### config.mk
export PLATFORM = sky130hd
export DESIGN_NAME = vpe_rf_writeback
export DESIGN_NICKNAME = d
export VERILOG_FILES = /design/src/rtl/vpe_rf_writeback.sv
export SDC_FILE = /design/constraint.sdc
export NUM_CORES = 1
export LEC_CHECK = 0
export BUFFER_PORTS_ARGS = -buffer_cell sky130_fd_sc_hd__buf_2
export CORE_MARGIN = 5
export CORE_UTILIZATION = 45
export CTS_CLUSTER_DIAMETER = 40
export DETAILED_ROUTE_END_ITERATION = 12
export PLACE_DENSITY_LB_ADDON = 0.25
export SETUP_SLACK_MARGIN = 0.5
export SYNTH_ARGS = -nofsm -noshare
export SYNTH_HDL_FRONTEND = slang
export SYNTH_SLANG_ARGS = --single-unit
### constraint.sdc
create_clock -name clk -period 6.1 [get_ports clk]
set_input_delay 0 -clock clk [delete_from_list [all_inputs] [get_ports clk]]
set_output_delay 0 -clock clk [all_outputs]
set_load 0.005 [all_outputs]
### src/rtl/vpe_rf_writeback.sv
// vpe_rf_writeback: VPE writeback stage.
// Restores natural lane order, optionally applies ReLU, buffers vectors in a
// small FIFO and dispatches each head entry to the register file, the output
// stream, both, or nowhere. Upstream cannot stall, so a vector arriving while
// the FIFO is full is dropped and reported through the sticky o_ovf flag.
//
// Stream handshake: a beat transfers on a rising edge where o_st_v=1 and
// i_st_rdy=1. While o_st_v=1 and i_st_rdy=0, o_st_data and o_st_idx hold.
// A new beat may be loaded on the same edge that accepts the previous one.
module vpe_rf_writeback #(
    parameter int DEPTH = 4
) (
    input  logic        clk,
    input  logic        rst_n,
    input  logic [63:0] i_data,
    input  logic        i_data_v,
    input  logic        i_en_relu,
    input  logic [4:0]  i_rf_idx,
    input  logic [1:0]  i_rf_mux,
    output logic        o_rf_we,
    output logic [4:0]  o_rf_waddr,
    output logic [63:0] o_rf_wdata,
    output logic [63:0] o_st_data,
    output logic [4:0]  o_st_idx,
    output logic        o_st_v,
    input  logic        i_st_rdy,
    output logic        o_full,
    output logic        o_empty,
    output logic        o_ovf,
    input  logic        i_clr_ovf
);

    localparam int PW = $clog2(DEPTH);
    localparam logic [PW:0] FULL_CNT = DEPTH[PW:0];

    logic [63:0]   data_mem [DEPTH];
    logic [4:0]    idx_mem  [DEPTH];
    logic [1:0]    mux_mem  [DEPTH];
    logic [PW-1:0] wr_ptr;
    logic [PW-1:0] rd_ptr;
    logic [PW:0]   count;

    logic [63:0] in_xform;
    logic        push;
    logic        drop;
    logic        head_valid;
    logic [1:0]  head_mux;
    logic        route_rf;
    logic        route_st;
    logic        slot_free;
    logic        fire;

    // Ingress transform: reverse lane order, then zero negative lanes under ReLU.
    always_comb begin
        in_xform = '0;
        for (int k = 0; k < 8; k++) begin
            logic [7:0] lane;
            lane = i_data[63-8*k -: 8];
            if (i_en_relu && lane[7]) begin
                lane = 8'h00;
            end
            in_xform[8*k +: 8] = lane;
        end
    end

    // Push/drop decisions use the count at the start of the cycle only.
    assign push = i_data_v && (count != FULL_CNT);
    assign drop = i_data_v && (count == FULL_CNT);

    // Head routing: 00 RF, 01 stream, 10 RF+stream, 11 discard.
    assign head_valid = (count != '0);
    assign head_mux   = mux_mem[rd_ptr];
    assign route_rf   = !head_mux[0];
    assign route_st   = head_mux[0] ^ head_mux[1];
    assign slot_free  = !o_st_v || i_st_rdy;
    assign fire       = head_valid && (!route_st || slot_free);

    assign o_full  = (count == FULL_CNT);
    assign o_empty = (count == '0);

    // FIFO storage; contents need no reset because count gates their use.
    always_ff @(posedge clk) begin
        if (push) begin
            data_mem[wr_ptr] <= in_xform;
            idx_mem[wr_ptr]  <= i_rf_idx;
            mux_mem[wr_ptr]  <= i_rf_mux;
        end
    end

    // Pointers and occupancy count; pointers wrap naturally at DEPTH.
    always_ff @(posedge clk or negedge rst_n) begin
        if (!rst_n) begin
            wr_ptr <= '0;
            rd_ptr <= '0;
            count  <= '0;
        end else begin
            if (push) begin
                wr_ptr <= wr_ptr + PW'(1);
            end
            if (fire) begin
                rd_ptr <= rd_ptr + PW'(1);
            end
            case ({push, fire})
                2'b10:   count <= count + (PW+1)'(1);
                2'b01:   count <= count - (PW+1)'(1);
                default: count <= count;
            endcase
        end
    end

    // Sticky overflow flag; a new drop outranks a clear in the same cycle.
    always_ff @(posedge clk or negedge rst_n) begin
        if (!rst_n) begin
            o_ovf <= 1'b0;
        end else if (drop) begin
            o_ovf <= 1'b1;
        end else if (i_clr_ovf) begin
            o_ovf <= 1'b0;
        end
    end

    // RF write port: one-cycle strobe, address/data held between writes.
    always_ff @(posedge clk or negedge rst_n) begin
        if (!rst_n) begin
            o_rf_we    <= 1'b0;
            o_rf_waddr <= '0;
            o_rf_wdata <= '0;
        end else begin
            o_rf_we <= fire && route_rf;
            if (fire && route_rf) begin
                o_rf_waddr <= idx_mem[rd_ptr];
                o_rf_wdata <= data_mem[rd_ptr];
            end
        end
    end

    // Stream register: load on dispatch, otherwise retire when accepted.
    always_ff @(posedge clk or negedge rst_n) begin
        if (!rst_n) begin
            o_st_v    <= 1'b0;
            o_st_data <= '0;
            o_st_idx  <= '0;
        end else if (fire && route_st) begin
            o_st_v    <= 1'b1;
            o_st_data <= data_mem[rd_ptr];
            o_st_idx  <= idx_mem[rd_ptr];
        end else if (i_st_rdy) begin
            o_st_v <= 1'b0;
        end
    end

endmodule

=== Word level (Yosys, flattened, before mapping) ===
Memory sizes are Yosys's and may differ from the RTL's.
Index checks and enable logic that the tools add are counted.
W data, S select, Z words.

* Register bits: 148
* Latch bits: 0
* Memory bits (writable): 284
* Memory bits (read-only): 0
* Output and inout bits: 143
* Logic and storage cells: 60
* Memories: 3

{| class="wikitable"
|+ Memories
! name !! words !! width !! rd ports !! clocked after Yosys merged registers in !! wr ports !! RTL line !! source
|-
| data_mem || 4 || 64 || 1 || 0 || 1 || 36 || <nowiki>logic [63:0] data_mem [DEPTH];</nowiki>
|-
| idx_mem || 4 || 5 || 1 || 0 || 1 || 37 || <nowiki>logic [4:0] idx_mem [DEPTH];</nowiki>
|-
| mux_mem || 4 || 2 || 1 || 0 || 1 || 38 || <nowiki>logic [1:0] mux_mem [DEPTH];</nowiki>
|}

* Add/subtract/negate cells: 4
* Multipliers: 0
* Divide/modulo/power cells: 0
* Magnitude comparators: 0
* Eq/ne operators: 4
* Shift-type cells: 0
* Muxes and demuxes: 15
* Bitwise logic cells: 1
* Reduce and logical (&&, ||, !) cells: 23

{| class="wikitable"
|+ Operator list
! operator !! count
|-
| $mux W8 || 8
|-
| $logic_and A1 B1 Y1 || 13
|-
| $mux W1 || 6
|-
| $pmux W3 S2 || 1
|-
| $reduce_bool A2 Y1 || 3
|-
| $add A2 B1 Y2 const B || 2
|-
| $add A3 B1 Y3 const B || 1
|-
| $eq A3 B3 Y1 const B || 1
|-
| $logic_not A1 Y1 || 3
|-
| $logic_not A3 Y1 || 1
|-
| $ne A3 B3 Y1 const B || 1
|-
| $reduce_bool A3 Y1 || 1
|-
| $sub A3 B1 Y3 const B || 1
|-
| $eq A2 B1 Y1 const B || 1
|-
| $eq A2 B2 Y1 const B || 1
|-
| $logic_or A1 B1 Y1 || 2
|-
| $xor A1 B1 Y1 || 1
|}

=== Longest topological paths before layout ===
Gate-level depths: netlist (run 1).
An unclocked memory read counts as a cell.

* Depth in word-level cells: 7
* Gate-level depth with buffers: 10

=== Worst setup path before layout (run 1) ===
OpenSTA, ideal clock, no wires.

* Kind: reg2reg
* Start point: register count[0]
* End point: memory data_mem[0][0], enable pin
* Library setup time: 437 ps
* Arrival time: 2656 ps
* Data required time: 5663 ps
* Path slack: 3007 ps
* Cell stages (with the launch flop): 5
* Path buffers: 0
* Period minus slack after synthesis: 3093 ps
* Cells stage by stage: dfrtp_1 > inv_1 > and3_1 > nor2b_1 > and2_1

* Word-level cells in the longest chain between the ends: 4

{| class="wikitable"
|+ Ends and longest elaborated chain
! what !! RTL line !! source
|-
| from (decl) || 41 || <nowiki>logic [PW:0] count;</nowiki>
|-
| from (signal assigned) || 104 || <nowiki>2'b10: count <= count + (PW+1)'(1);</nowiki>
|-
| from (signal assigned) || 105 || <nowiki>2'b01: count <= count - (PW+1)'(1);</nowiki>
|-
| from (signal assigned) || 106 || <nowiki>default: count <= count;</nowiki>
|-
| $ne A3 B3 Y1 || 67 || <nowiki>assign push = i_data_v && (count != FULL_CNT);</nowiki>
|-
| $logic_and A1 B1 Y1 || 67 ||
|-
| $mux W1 || 83 || <nowiki>if (push) begin</nowiki>
|-
| $mux W1 (not written as such) || 84 || <nowiki>data_mem[wr_ptr] <= in_xform;</nowiki>
|-
| to (decl) || 36 ||
|}

No other way between the ends.

=== Final worst setup path (run 1) ===
* Start point: register rd_ptr[0]
* End point: register o_rf_waddr[0], read port of idx_mem

* Word-level cells in the longest chain between the ends: 6
* Elaborated cells on any way between the ends: 8

{| class="wikitable"
|+ Ends and longest elaborated chain
! what !! RTL line !! source
|-
| from (decl) || 40 || <nowiki>logic [PW-1:0] rd_ptr;</nowiki>
|-
| from (signal assigned) || 101 || <nowiki>rd_ptr <= rd_ptr + PW'(1);</nowiki>
|-
| $mem_v2 Z4 W2 || n/a ||
|-
| $xor A1 B1 Y1 || 74 || <nowiki>assign route_st = head_mux[0] ^ head_mux[1];</nowiki>
|-
| $logic_not A1 Y1 || 76 || <nowiki>assign fire = head_valid && (!route_st || slot_free);</nowiki>
|-
| $logic_or A1 B1 Y1 || 76 ||
|-
| $logic_and A1 B1 Y1 || 76 ||
|-
| $logic_and A1 B1 Y1 || 130 || <nowiki>if (fire && route_rf) begin</nowiki>
|-
| to (decl) || 21 || <nowiki>output logic [4:0] o_rf_waddr,</nowiki>
|}

Parallel ways exist; a longest one is shown, timed or not.
A chain may end at the register's enable or synchronous reset.

==> flow_summary.ini, run 1 <==
[floorplanning]
num_rows = 69
fp.dieW_um = 200.7
die_h_um = 200.7
core_sq_um = 35740
die_area_sq_um = 40280
ioPinCount = 220
initial_core_util_pct = 45.78

[sta]
hold_viol_final = 0
fmax_mhz = 327.3
post-route-min-period_ns = 3.056
skew_ns = 0.01513
worst_pin_slew_ns = 0.9483
relSlewSlack_pct = 36.78
setup_tns_ns = 0
min_period_over_period_pct = 50.09
setup_viol = 0
slew_violations = 0
grt_setup_unrepaired = no

[flow_run]
max_cap_violations = 0

[layout]
drive_gt1_share_pct = 46.11
area_delta_synth_final_pct = 25.79
nets = 1205
post-route-util_pct = 57.59
finalInstanceArea_sq_um = 20580

[synth]
avgSynthCellArea_sq_um = 20.71
ys.flop_type = edfxtp_1
synth_nets = 873
synth.area.top_cells = edfxtp_1, dfrtp_1, mux4_2, mux2_2, and2_1
synthArstFlopShare_pct = 34.26
ys.warnings.count = 0
netlist.top_cell.by_area = edfxtp_1
synthDominantCellAreaShare_pct = 52.12
netlist_area_sq_um = 16360
ys_seq_area_share_pct = 74.75
yosysMostFrequentCell = edfxtp_1
yosysUniqueCellTypes = 27
synth_common_cells = edfxtp_1, dfrtp_1, mux2_2
synth_edf_count = 284
syn_inst = 790
synth-seq-cells = 432

[drt]
first_iter_violations = 355
wl_um = 33830
vias = 8388
via_per_inst = 5.143
ant_nets = 0
first_pass_iters = 4
post_drt_wl_per_cell_um = 20.74
route.detailed.drc = 0

[placed_design]
post-dp-hpwl_um = 20090
finalWeightedCongestion = 0.6971
dpl_cell_area_sq_um = 17960
port-buffer-count = 219

[setup_path]
worstPathRequired_ns = 6.56
crit_path_start_kind = flip-flop
path_max_fanout = 48
cp.arrival_ns = 3.52
reg2reg_depth = 4
path_class = flip-flop to flip-flop
worstSetupEndpointType = flip-flop

[hold_path]
hold_class = primary input to async pin

[global_routing]
antenna_found_initial = 2
grt_overflow = 0
grt_pass1_vias = 9201
grt_max_degree = 78
track_usage_pct = 17.18
grt_pass1_wl_um = 54230

[power_and_ir_drop]
power.density_nw_per_um2 = 541.6
p_leak_nw = 7.903
ir_drop_v = 0.0003877

[cts]
clk_latency_ns = 0.59
clkTransAtPathRegs_ns = 0.06
root_buffer = clkbuf_16
numCtsBuffers = 56
cts_tree = done
clk_path_buf_depth = 3
htreeDepth = 2
clock_sinks = 432

[status]
status = complete, no violations
==> final timing paths <==
check                              start             end  slack [ns]
setup / recovery               rd_ptr[0]   o_rf_waddr[0]        3.04
hold / removal                     rst_n   o_st_data[15]        0.02
setup reg to reg               rd_ptr[0]   o_rf_waddr[0]        3.04
hold reg to reg            o_rf_wdata[8]   o_rf_wdata[8]        0.48
max in group asynchronous          rst_n   o_st_data[46]        4.64
min in group clk               i_en_relu  data_mem[1][7]        0.11
==> worst max-delay path, stage by stage (launching register included) <==
cell and delay (ns):
dfrtp_4 0.95, mux4_2 0.63, a211oi_4 0.26, buf_4 0.63, mux2_2 0.42
==> cells by family after synthesis <==
family                   count (synthesis)  share of synthesized area [%]
multiplexers                           212                          19.54
adder cells (fa/ha/maj)                  6                         0.5047
buffers and inverters                   39                          1.338
AO/OA/AOI/OAI                            4                         0.2141
XOR/XNOR                                10                         0.5353
flip-flops                             432                          74.75
AND/OR/NAND/NOR                         87                          3.120
==> routing by layer <==
metal  global-route usage, %  share of wire (%)  wire length [um]  vias up
met5                       0              0.021                 7        -
met4                   5.310                2.3               766        2
met3                   3.780                4.9              1672       57
met2                   28.13                 49             16690      226
met1                   23.34                 43             14700     4356
li1                        -                  -                 -     3747
==> layout make-up <==
type                    instances  area (sq um)
multi-input cells             319          3935
clock buffers                  66          1480
well taps                     461         576.8
flip-flops and latches        432         12240
fillers                      2707         15160
clock inverters                39         381.6
diodes                          1         2.502
repair buffers                305          1938
inverters                       8         30.03
==> report_power, final <==
| part | internal [mW] | switching [mW] | total [mW] |
|---|---|---|---|
| Combinational | 1.82 | 1.59 | 3.41 |
| Sequential | 4.13 | 0.430 | 4.56 |
| Clock | 1.90 | 1.28 | 3.18 |
==> sequential cells by signal, indices dropped and copies added, names as in the netlist <==
signal / count
count: 3
data_mem: 256
rd_ptr: 2
wr_ptr: 2
o_rf_waddr: 5
idx_mem: 20
o_rf_we: 1
o_st_data: 64
o_st_v: 1
o_rf_wdata: 64
o_st_idx: 5
mux_mem: 8
o_ovf: 1
==> metrics by stage <==
step                setup slack [ns]  hold WS [ns]  total power [mW]  std cells
finish                         3.044       0.01951             11.15       1631
global placement               2.937        0.1044             7.996       1449
detailed placement             2.934        0.1001             8.081       1449
CTS                            2.957       0.02931             11.35       1630
floorplan                      3.007       -0.2956             6.880        790
global route                   2.837       0.07770             11.79       1630
==> placed cells by master (no fill, tap or decap), drive strengths merged, types with 6 or more instances in the layout <==
cell type / count
nor2b: 10
xor2: 8
clkbuf: 66
mux2: 139
dfrtp: 148
nand2: 12
inv: 20
edfxtp: 284
and2: 60
mux4: 72
clkinv: 18
clkinvlp: 6
dlygate4sd3: 76
buf: 229
==> what timing repair did <==
item,4_1_cts,5_1_grt
buffers inserted,0,0
hold buffers,76,0
gates resized for setup,0,0
endpoints found under the hold margin,365,0
Power figures use the tool's default switching activity.
==> inputs of run 2 (changes only) <==
Clock period 6.1 ns to 3.1 ns, I/O delays scaled along.
==> run 2 against run 1 <==
Largest power group unchanged. Global-route usage about the same. Routed wire length down 0.25%. Clock power up 100%. Combinational power up 110%. Clock-buffer cell count up 6. Critical path type unchanged. Highest routed layer is now met4.
==> flow_summary.ini, run 2 (same netlist as run 1, synthesis figures left out) <==
[setup_path]
crit_path_start_kind = flip-flop
r2r_slack_ns = 0.67
reg2reg_from = mux_mem[3][0]
path_max_fanout = 4
reg2reg_depth = 9
worstReg2RegEnd = count[2]
path_class = flip-flop to flip-flop
worstSetupEndpointType = flip-flop
worstPathRequired_ns = 3.62
cp.arrival_ns = 2.95

[drt]
first_iter_violations = 350
route.detailed.drc = 0
post_drt_wl_per_cell_um = 20.53
first_pass_iters = 6
ant_nets = 0
wl_um = 33750
vias = 8389
via_per_inst = 5.103

[placed_design]
port-buffer-count = 219
finalWeightedCongestion = 0.6978
post-dp-hpwl_um = 20400
dp_slack_ns = 0.6172

[sta]
grt_setup_unrepaired = no
setup_ws_ns = 0.6677
post-route-min-period_ns = 2.432
setup_tns_ns = 0
setup_viol = 0
relSlewSlack_pct = 58.83
hold_viol_final = 0
skew_ns = 0.01393
fmax_mhz = 411.1
worst_pin_slew_ns = 0.6175
min_period_over_period_pct = 78.46
slew_violations = 0

[cts]
clk_path_buf_depth = 3
clkTransAtPathRegs_ns = 0.06
clk_latency_ns = 0.60
clock_sinks = 432
post_cts_buffers = 0
htreeDepth = 2
cts_tree = done
root_buffer = clkbuf_16
numCtsBuffers = 56

[floorplanning]
initial_core_util_pct = 45.78
core_sq_um = 35740
fp.dieW_um = 200.7
ioPinCount = 220
die_h_um = 200.7
num_rows = 69
die_area_sq_um = 40280

[hold_path]
min_delay_path_depth = 2
hold_path.startpoint = i_en_relu
hold_end = data_mem[2][31]
hold_class = primary input to flip-flop

[global_routing]
grt_max_degree = 71
grt_overflow = 0
grt_pass1_wl_um = 54190
grt_pass1_vias = 9261
antenna_found_initial = 2
track_usage_pct = 17.16

[flow_run]
max_cap_violations = 0

[status]
status = complete, no violations

[power_and_ir_drop]
ir_drop_v = 0.0006535
p_leak_nw = 8.052
power.density_nw_per_um2 = 1071
finalPower_mw = 22.39

[layout]
regMostFlops = data_mem
largest_register_ffs = 256
area_delta_synth_final_pct = 27.78
layout_common_cells = edfxtp_1, buf_2, dfrtp_1, mux2_2, dlygate4sd3_1
layout.cells.most_common = edfxtp_1
final-seq-area_sq_um = 12240
top_regs = data_mem x256, o_rf_wdata x64, o_st_data x64
drive_gt1_share_pct = 46.40
multi_input_area_sq_um = 3939
n_fill_cell = 2714
nets = 1216
-- run 2: worst max-delay path by stage --
stage,startpoint,to,slack [ns]
after floorplan,mux_mem[3][0],count[2],0.77
after global placement,mux_mem[3][0],count[2],0.65
after detailed placement,mux_mem[3][0],count[2],0.62
after CTS,mux_mem[3][0],count[2],0.60
after global routing,mux_mem[3][0],count[2],0.51
final,mux_mem[3][0],count[2],0.67
-- run 2: report_power, final --
group / internal, mW / total (mW) / leakage, nW / switching, mW
clock network: 3.96 / 6.49 / 0.945 / 2.52
registers: 8.11 / 8.77 / 4.37 / 0.655
logic: 3.80 / 7.13 / 2.74 / 3.34
-- run 2: layer usage --
| metal | vias up | routed length [um] | GRT usage (%) |
|---|---|---|---|
| met1 | 4361 | 14790 | 23.17 |
| li1 | 3778 | - | - |
| met2 | 204 | 16430 | 28.06 |
| met4 | 0 | 680 | 4.474 |
| met3 | 46 | 1855 | 4.588 |
| met5 | - | 0 | 0 |
-- run 2: final cells by class --
type | count | area share, %
timing repair buffer | 316 | 10.47
clock inverter | 34 | 1.795
antenna | 2 | 0.02394
multi-input combinational | 319 | 18.84
sequential | 432 | 58.54
inverter | 8 | 0.1436
tap | 461 | 2.759
clock buffer | 72 | 7.438
-- run 2: timing repair --
item	in CTS	in global routing
resized for setup	0	1
endpoints found under the setup margin	0	1
hold endpoints to repair	413	0
hold buffers	79	0
-- run 2: critical path: stages (launching register included) --
cell and delay (ns):
edfxtp_1 0.41, xor2_1 0.17, mux4_2 0.54, a21oi_2 0.20, ha_1 0.20, inv_1 0.06, fa_1 0.37, xor2_1 0.15
nor2_1 0.11, xor2_1 0.14
-- run 2: through the flow --
stage | instances | instance area [sq um] | hold slack, ns | util (%)
6_report | 1644 | 20910 | 0.1524 | 58.50
3_3_place_gp | 1457 | 18170 | 0.04637 | 50.83
2_1_floorplan | 790 | 16370 | -0.2956 | -
5_1_grt | 1642 | 20900 | 0.1426 | 58.49
4_1_cts | 1642 | 20900 | 0.1170 | 58.48
3_5_place_dp | 1457 | 18170 | 0.04731 | 50.83
==> inputs of run 3 (changes only) <==
Clock period 3.1 ns to 2.1 ns, I/O delays scaled along.
==> run 3 against run 2 <==
The run now ends with negative setup slack left. Sequential share of layout area fell by 6.3 points. Clock skew rose by 0.010 ns. Core utilization rose by 7.0 points. Total power rose by 74%. Register-to-register slack got worse by 0.86 ns. Flip-flop and latch count did not move. Sequential power rose by 48%. Clock-buffer cell count fell by 4. Clock power rose by 52%. First-iteration DRC count rose by 19%. Combinational power rose by 130%. Die area did not move. Critical path type unchanged.
==> flow_summary.ini, run 3 (same netlist as run 1, synthesis figures left out) <==
[floorplanning]
die_area_sq_um = 40280
fp.dieW_um = 200.7
num_rows = 69
ioPinCount = 220
die_h_um = 200.7
initial_core_util_pct = 45.78
core_sq_um = 35740

[cts]
numCtsBuffers = 56
clock_sinks = 432
clk_path_buf_depth = 3
clk_latency_ns = 0.59
root_buffer = clkbuf_16
htreeDepth = 2
cts_tree = done
clkTransAtPathRegs_ns = 0.06

[sta]
fmax_mhz = 436.0
setup_ws_ns = -0.1934
worst_pin_slew_ns = 0.5914
setup_viol = 139
relSlewSlack_pct = 60.57
slew_violations = 0
min_period_over_period_pct = 109.2
hold_viol_final = 0
worst_hold_slack_ns = 0.1016
skew_ns = 0.02404
post-route-min-period_ns = 2.293
grt_setup_unrepaired = yes

[layout]
layout.cells.most_common = edfxtp_1
diodes = 0
regMostFlops = data_mem
top_regs = data_mem x256, o_rf_wdata x64, o_st_data x64
layout_common_cells = edfxtp_1, buf_2, dfrtp_1, dlygate4sd3_1, mux2_4
drive_gt1_share_pct = 52.58
post-route-util_pct = 65.51
largest_register_ffs = 256
nets = 1332
area_delta_synth_final_pct = 43.09

[global_routing]
grt_pass1_vias = 9787
grt_overflow = 0
antenna_found_initial = 0
grt_max_degree = 61
track_usage_pct = 18.47
grt_pass1_wl_um = 58140

[drt]
first_iter_violations = 417
via_per_inst = 5.173
route.detailed.drc = 0
post_drt_wl_per_cell_um = 22.58
vias = 9095
wl_um = 39700
first_pass_iters = 4
ant_nets = 0

[setup_path]
worstPathRequired_ns = 2.62
crit_family = multiplexers
cp_cell_sequence = xor2_1 -> mux4_2 -> a21oi_4 -> ha_4 -> inv_2 -> fa_2 -> xor2_1 -> nor2_1 -> xor2_1
cp.arrival_ns = 2.81
cp.buffers_inverters = 1
slowest_stage = mux4_2
crit_top_cell = xor2_1
crit_path_max_incr_delay_ns = 0.52
worstSetupEndpointType = flip-flop
crit_path_start_kind = flip-flop
path_class = flip-flop to flip-flop
path_max_fanout = 2

[flow_run]
max_cap_violations = 0

[hold_path]
hold_class = primary input to flip-flop

[placed_design]
finalWeightedCongestion = 0.7112
port-buffer-count = 219
post-dp-hpwl_um = 21560

[power_and_ir_drop]
p_leak_nw = 9.377
ir_drop_v = 0.001314
power.density_nw_per_um2 = 1668

[status]
status = finished with violations
violations = negative setup slack
-- run 3: changes by cell type in the layout (fill, tap and decap cells not counted), sizes merged --
cell,before,now
clkinv,10,16
inv,25,20
clkbuf,72,83
clkinvlp,3,2
diode,2,0
bufinv,4,8
buf,238,338
and2,60,61
-- run 3: final cells by class --
| class | count | area [sq um] |
|---|---|---|
| Fill cell | 2405 | 12330 |
| Sequential cell | 432 | 12240 |
| Timing Repair Buffer | 431 | 4304 |
| Multi-Input combinational cell | 320 | 4295 |
| Clock buffer | 68 | 1498 |
| Tap cell | 461 | 576.8 |
| Clock inverter | 38 | 465.4 |
| Inverter | 8 | 35.03 |
-- run 3: repair_timing --
item,in CTS,in global routing
resized for setup,47,44
pin swaps,12,3
endpoints found under the hold margin,438,0
hold buffers,79,0
setup endpoints to repair,413,431
setup buffers,34,19
cloned,19,25
-- run 3: layer usage --
layer | global-route usage [%] | share of wire [%]
met1 | 25.68 | 43
met2 | 29.63 | 49
met3 | 5.057 | 6.1
met5 | 0 | 0
met4 | 4.130 | 2.3
-- run 3: report_power, final --
part	internal, mW	leakage, nW	switching, mW	total, mW
Sequential	12.0	4.37	1.05	13.0
Combinational	9.70	4.04	6.47	16.2
Clock	6.14	0.967	3.71	9.85
Total	27.8	9.38	11.2	39.0
-- run 3: worst paths after layout --
path / start / end / slack (ns) / cells past startpoint
setup / recovery: mux_mem[3][1] / count[2] / -0.19 / 9
hold / removal: i_en_relu / data_mem[1][39] / 0.10 / 2
setup reg to reg: mux_mem[3][1] / count[2] / -0.19 / 9
hold reg to reg: o_st_data[42] / o_st_data[42] / 0.50 / 1
max in group asynchronous: rst_n / o_st_data[13] / 1.23 / 4
min in group asynchronous: rst_n / o_st_idx[2] / 0.49 / 4
-- run 3: worst register-to-register path, stage by stage, from the launching register on --
cell and delay (ns):
edfxtp_1 0.42, xor2_1 0.18, mux4_2 0.52, a21oi_4 0.18
ha_4 0.15, inv_2 0.04, fa_2 0.33, xor2_1 0.14
nor2_1 0.11, xor2_1 0.15
-- run 3: through the flow --
step	total power, mW	cells	instance area, sq um	setup WS, ns	setup TNS [ns]
after global placement	25.26	1476	18720	-0.1555	-1.785
after floorplan	21.13	790	16690	-0.1116	-0.1159
after CTS	38.17	1714	22590	-0.1969	-12.23
final	39.05	1758	23410	-0.1934	-16.29
after global routing	41.00	1758	23410	-0.2894	-23.83
after detailed placement	25.51	1476	18720	-0.1990	-2.568
